## src/rtl/conv_window_mac.sv

```systemverilog
// Window x kernel multiply-accumulate: serial signed kernel load, 3-stage product/row/total pipeline.
// Optional CONV_WINDOW_MAC_RELU_EN clamps negative sums to zero in the final stage.
module conv_window_mac #(
  parameter int unsigned P_SR_DEPTH  = 3,
  parameter int unsigned NUM_SR_ROWS = 3,
  parameter int unsigned ACC_WIDTH   = 24
) (
  input  logic                                  clock,
  input  logic                                  reset,
  input  logic [8*P_SR_DEPTH*NUM_SR_ROWS-1:0]   window_in,
  input  logic                                  window_valid,
  input  logic                                  weight_start,
  input  logic                                  weight_valid,
  input  logic [7:0]                            weight_in,
  output logic                                  weights_loaded,
  output logic                                  window_accept,
  output logic [ACC_WIDTH-1:0]                  result,
  output logic                                  result_valid
);

  localparam int unsigned K      = P_SR_DEPTH * NUM_SR_ROWS;
  localparam int unsigned IDX_W  = (K > 1) ? $clog2(K) : 1;
  localparam int unsigned PROD_W = 17;
  localparam logic [IDX_W-1:0] LAST_IDX = IDX_W'(K - 1);

  logic signed [7:0]           weight_q [K];
  logic [IDX_W-1:0]            load_idx;
  logic [IDX_W-1:0]            write_idx;
  logic signed [PROD_W-1:0]    prod_q [K];
  logic signed [ACC_WIDTH-1:0] row_sum_c [NUM_SR_ROWS];
  logic signed [ACC_WIDTH-1:0] row_q [NUM_SR_ROWS];
  logic signed [ACC_WIDTH-1:0] total_c;
  logic signed [ACC_WIDTH-1:0] final_c;
  logic                        v1;
  logic                        v2;

  // A start pulse coinciding with a write lands that write at index 0.
  assign write_idx     = weight_start ? '0 : load_idx;
  assign window_accept = window_valid & weights_loaded & ~weight_valid & ~weight_start;

  // Kernel storage and serial load index
  always_ff @(posedge clock or posedge reset) begin
    if (reset) begin
      for (int i = 0; i < K; i++) weight_q[i] <= '0;
      load_idx       <= '0;
      weights_loaded <= 1'b0;
    end else if (weight_valid) begin
      weight_q[write_idx] <= weight_in;
      if (write_idx == LAST_IDX) begin
        load_idx       <= '0;
        weights_loaded <= 1'b1;
      end else begin
        load_idx       <= write_idx + IDX_W'(1);
        weights_loaded <= 1'b0;
      end
    end else if (weight_start) begin
      load_idx       <= '0;
      weights_loaded <= 1'b0;
    end
  end

  // Stage 1: element-wise products, captured with the kernel present at the accept edge
  always_ff @(posedge clock or posedge reset) begin
    if (reset) begin
      for (int i = 0; i < K; i++) prod_q[i] <= '0;
      v1 <= 1'b0;
    end else begin
      v1 <= window_accept;
      if (window_accept) begin
        for (int i = 0; i < K; i++)
          prod_q[i] <= PROD_W'($signed({1'b0, window_in[8*i +: 8]})) * PROD_W'(weight_q[i]);
      end
    end
  end

  always_comb begin
    for (int r = 0; r < NUM_SR_ROWS; r++) begin
      row_sum_c[r] = '0;
      for (int c = 0; c < P_SR_DEPTH; c++)
        row_sum_c[r] = row_sum_c[r] + ACC_WIDTH'(prod_q[r*P_SR_DEPTH + c]);
    end
  end

  always_comb begin
    total_c = '0;
    for (int r = 0; r < NUM_SR_ROWS; r++) total_c = total_c + row_q[r];
`ifdef CONV_WINDOW_MAC_RELU_EN
    final_c = total_c[ACC_WIDTH-1] ? '0 : total_c;
`else
    final_c = total_c;
`endif
  end

  // Stages 2 and 3: row partial sums, then the total; result holds between valid cycles
  always_ff @(posedge clock or posedge reset) begin
    if (reset) begin
      for (int r = 0; r < NUM_SR_ROWS; r++) row_q[r] <= '0;
      v2           <= 1'b0;
      result       <= '0;
      result_valid <= 1'b0;
    end else begin
      v2           <= v1;
      result_valid <= v2;
      if (v1) begin
        for (int r = 0; r < NUM_SR_ROWS; r++) row_q[r] <= row_sum_c[r];
      end
      if (v2) result <= final_c;
    end
  end

endmodule
```

## config.mk

```make
export PLATFORM = sky130hd
export DESIGN_NAME = conv_window_mac
export DESIGN_NICKNAME = d
export VERILOG_FILES = /design/src/rtl/conv_window_mac.sv
export SDC_FILE = /design/constraint.sdc
export NUM_CORES = 2
export LEC_CHECK = 0
export BUFFER_PORTS_ARGS = -buffer_cell sky130_fd_sc_hd__buf_2
export CORE_MARGIN = 4
export CORE_UTILIZATION = 44
export DETAILED_ROUTE_END_ITERATION = 8
export SLEW_MARGIN = 20
export SYNTH_ARGS = -nofsm -noshare
export SYNTH_HDL_FRONTEND = slang
export SYNTH_SLANG_ARGS = --single-unit
export TNS_END_PERCENT = 30
```

## constraint.sdc

```tcl
create_clock -name clock -period 12.11 [get_ports clock]
set_clock_uncertainty 0.05 [all_clocks]
set_input_delay 0.6055 -clock clock [delete_from_list [all_inputs] [get_ports clock]]
set_output_delay 0.6055 -clock clock [all_outputs]
set_load 0.01 [all_outputs]
```

==> impl_metrics.env <==
export IMPL_ys_top_cells_by_count="inv_1, ha_1, nand2_1, fa_1, and2_1"
export IMPL_setup_tns_ns=0
export IMPL_ctsResizeCount=0
export IMPL_maxSlewViolCount=0
export IMPL_place_congestion=0.859
export IMPL_drc=0
export IMPL_grt_pass1_vias=26000
export IMPL_firstDrtPassIters=5
export IMPL_grt_max_degree=161
export IMPL_tightest_slew_ns=0.969
export IMPL_core_area_um2=79300
export IMPL_setup_viol_count_final=0
export IMPL_h_tree_depth=2
export IMPL_final_cell_area_um2=38500
export IMPL_syn_inst=3689
export IMPL_max_cap_viol_count=0
export IMPL_seqCellArea_um2=7860
export IMPL_peakVddDrop_uv=185
export IMPL_grt_antenna_before_repair=5
export IMPL_synth_edf_count=0
export IMPL_clkTransAtPathRegs_ns=0.06
export IMPL_r2r_slack_ns=7.42
export IMPL_yosysSeqAreaShare_pct=22.2
export IMPL_clockBufferDepth=3
export IMPL_grt_pass1_wl_um=141000
export IMPL_hpwl_um=67600
export IMPL_cp_arrival_ns=5.07
export IMPL_cts_buffers=41
export IMPL_final_hold_viol_count=0
export IMPL_ant_nets=0
export IMPL_numPortBuffers=111
export IMPL_drive_gt1_share_pct=8.57
export IMPL_placed_cell_area_um2=37100
export IMPL_fillers=7574
export IMPL_std_cell_rows=103
export IMPL_power_leakage_nw=20.7
export IMPL_synth_area_leaders="fa_1, dfrtp_1, ha_1"
export IMPL_drt_iter0_drc=1117
export IMPL_post_route_min_period_ns=4.69
export IMPL_clkLatencyLatePin_ns=0.57
export IMPL_clock_sinks=314
export IMPL_fmax_mhz=213
export IMPL_yosysTopAreaCell="fa_1"
export IMPL_post_cts_buffers=0
export IMPL_cts_tree="built"
export IMPL_wire_per_inst_um=17.4
export IMPL_area_growth_pct=9.04
export IMPL_timing_worst_setup_path_type="reg -> reg"
export IMPL_ios=112
export IMPL_die_area_um2=84900
export IMPL_ctsHoldBuffers=0
export IMPL_fin_crit_sh_pct=38.7
export IMPL_grt_ovfl_total=0
export IMPL_die_h_um=291
export IMPL_synth_nets=4642
export IMPL_grt_util_all_layers_pct=20.7
export IMPL_synth_cell_types=62
export IMPL_status="complete, no violations"
export IMPL_yosysMostFrequentCell="inv_1"
export IMPL_placed_cells=4802
export IMPL_avgSynthCellArea_um2=9.57
export IMPL_cp_required_ns=12.49
export IMPL_yosys_warnings=0
export IMPL_slew_headroom_pct=35.4
export IMPL_worst_path_max_fanout=9
export IMPL_synth_seq_cells=314
export IMPL_start_kind="flop"
export IMPL_netlist_area_um2=35300
export IMPL_fin_nets=4748
export IMPL_r2r_start="weight_q[15]"
export IMPL_multi_input_comb_area_um2=25000
export IMPL_detail_route_wirelength_um=84800
export IMPL_hp_class="in -> async"
export IMPL_power_density_nw_per_um2=154
export IMPL_die_x_um=291
export IMPL_vias=24800
export IMPL_endpoint_kind="flop"
export IMPL_initial_utilization_pct=44.6
export IMPL_synth_ff_type="dfrtp_1"
export IMPL_crit_path_start="weight_q[15]"
export IMPL_rsz0062_at_grt="no"
export IMPL_synth_top_cell_area_share_pct=23.1
export IMPL_synth_async_reset_ratio_pct=100
export IMPL_instances_no_fill=4878
export IMPL_ctsRootBufferMaster="clkbuf_16"
export IMPL_vias_per_cell=5.08
-- power by group --
group / internal, W / switching [W] / total, W
combinational: 0.00147 / 0.00196 / 0.00343
sequential: 0.00109 / 0.000119 / 0.00121
clock: 0.000792 / 0.000499 / 0.00129
-- logic make-up (layout without fill, tap and decap cells) --
| family | after synthesis | count (layout) | share of synthesized area, % |
|---|---|---|---|
| mux | 121 | 121 | 3.85 |
| other cells | 0 | 1 | 0 |
| fa+ha+maj | 868 | 868 | 39.4 |
| flops | 314 | 314 | 22.2 |
| compound gates | 507 | 507 | 8.90 |
| xor+xnor | 150 | 150 | 3.72 |
| simple gates | 1063 | 1063 | 14.8 |
| buf+inv | 666 | 804 | 7.09 |
-- cell usage in the layout, fill, tap and decap left out, types with 6 or more instances in the layout --
| cell type | synthesis | final |
|---|---|---|
| inv_1 | 610 | 608 |
| ha_1 | 461 | 461 |
| nand2_1 | 449 | 449 |
| fa_1 | 407 | 407 |
| and2_1 | 349 | 349 |
| dfrtp_1 | 314 | 313 |
| o21ai_0 | 170 | 170 |
| a21oi_1 | 127 | 127 |
| nor2_1 | 117 | 117 |
| mux2_2 | 114 | 114 |
| buf_2 | 4 | 111 |
| xnor2_1 | 101 | 101 |
| a21o_1 | 65 | 65 |
| xor2_1 | 49 | 49 |
| nand2b_1 | 48 | 48 |
| clkbuf_16 | 0 | 43 |
| o21a_1 | 26 | 26 |
| nand3_1 | 22 | 21 |
| o21bai_1 | 20 | 20 |
| nor2b_1 | 18 | 18 |
| nor3_1 | 16 | 16 |
| o31ai_1 | 13 | 13 |
| clkbuf_8 | 0 | 13 |
| a31oi_1 | 12 | 12 |
| and3_1 | 12 | 12 |
| nand4_1 | 9 | 9 |
| and4_1 | 9 | 9 |
| a211oi_1 | 8 | 8 |
| a31o_2 | 7 | 7 |
| o311ai_0 | 7 | 7 |
| buf_4 | 0 | 7 |
| a21boi_0 | 6 | 6 |
| mux2i_1 | 6 | 6 |
-- state kept, by name, indices dropped and copies added (netlist names) --
signal,count
load_idx,4
prod_q,153
result,24
result_valid,1
row_q,57
v1,1
v2,1
weight_q,72
weights_loaded,1
-- metal layers --
metal,track usage [%],vias up,wire (um)
met5,0,-,0
met4,5.92,0,2500
met3,2.00,101,2680
met2,36.3,371,42400
met1,27.4,12200,37200
li1,-,12000,-
-- critical path, stage by stage (launching register included) --
cell and delay [ns]:
dfrtp_1 0.54, inv_1 0.17, fa_1 0.52, fa_1 0.51, inv_1 0.06, fa_1 0.57
inv_1 0.06, fa_1 0.47, inv_1 0.04, ha_1 0.27, o21ai_0 0.09, nand2b_1 0.12
a21o_1 0.21, a31o_2 0.27, a311oi_1 0.31, xnor2_1 0.18, o21ai_0 0.11
-- worst paths after layout --
kind / end / cells past startpoint
max: prod_q[33] / 16
min: weight_q[1] / 2
max reg2reg: prod_q[33] / 16
min reg2reg: result[21] / 1
max in group asynchronous: prod_q[107] / 4
min in group clock: load_idx[3] / 2
-- final cells by class --
class,instances,area share [%]
Clock inverter,15,0.445
Clock buffer,60,3.30
Multi-Input combinational cell,2709,64.8
Tap cell,1050,3.41
Timing Repair Buffer,119,1.63
Inverter,610,5.97
Antenna cell,1,0.00650
Sequential cell,314,20.4
-- per-stage QoR --
stage,utilization [%],power (W),setup slack [ns],hold WS [ns]
floorplan,-,0.00381,2.77,0.299
global placement,46.8,0.00473,7.16,0.414
detailed placement,46.8,0.00474,7.12,0.413
CTS,48.6,0.00607,7.37,0.194
global route,48.6,0.00660,7.09,0.234
finish,48.6,0.00593,7.42,0.160
(Power assumes the default switching activity.)
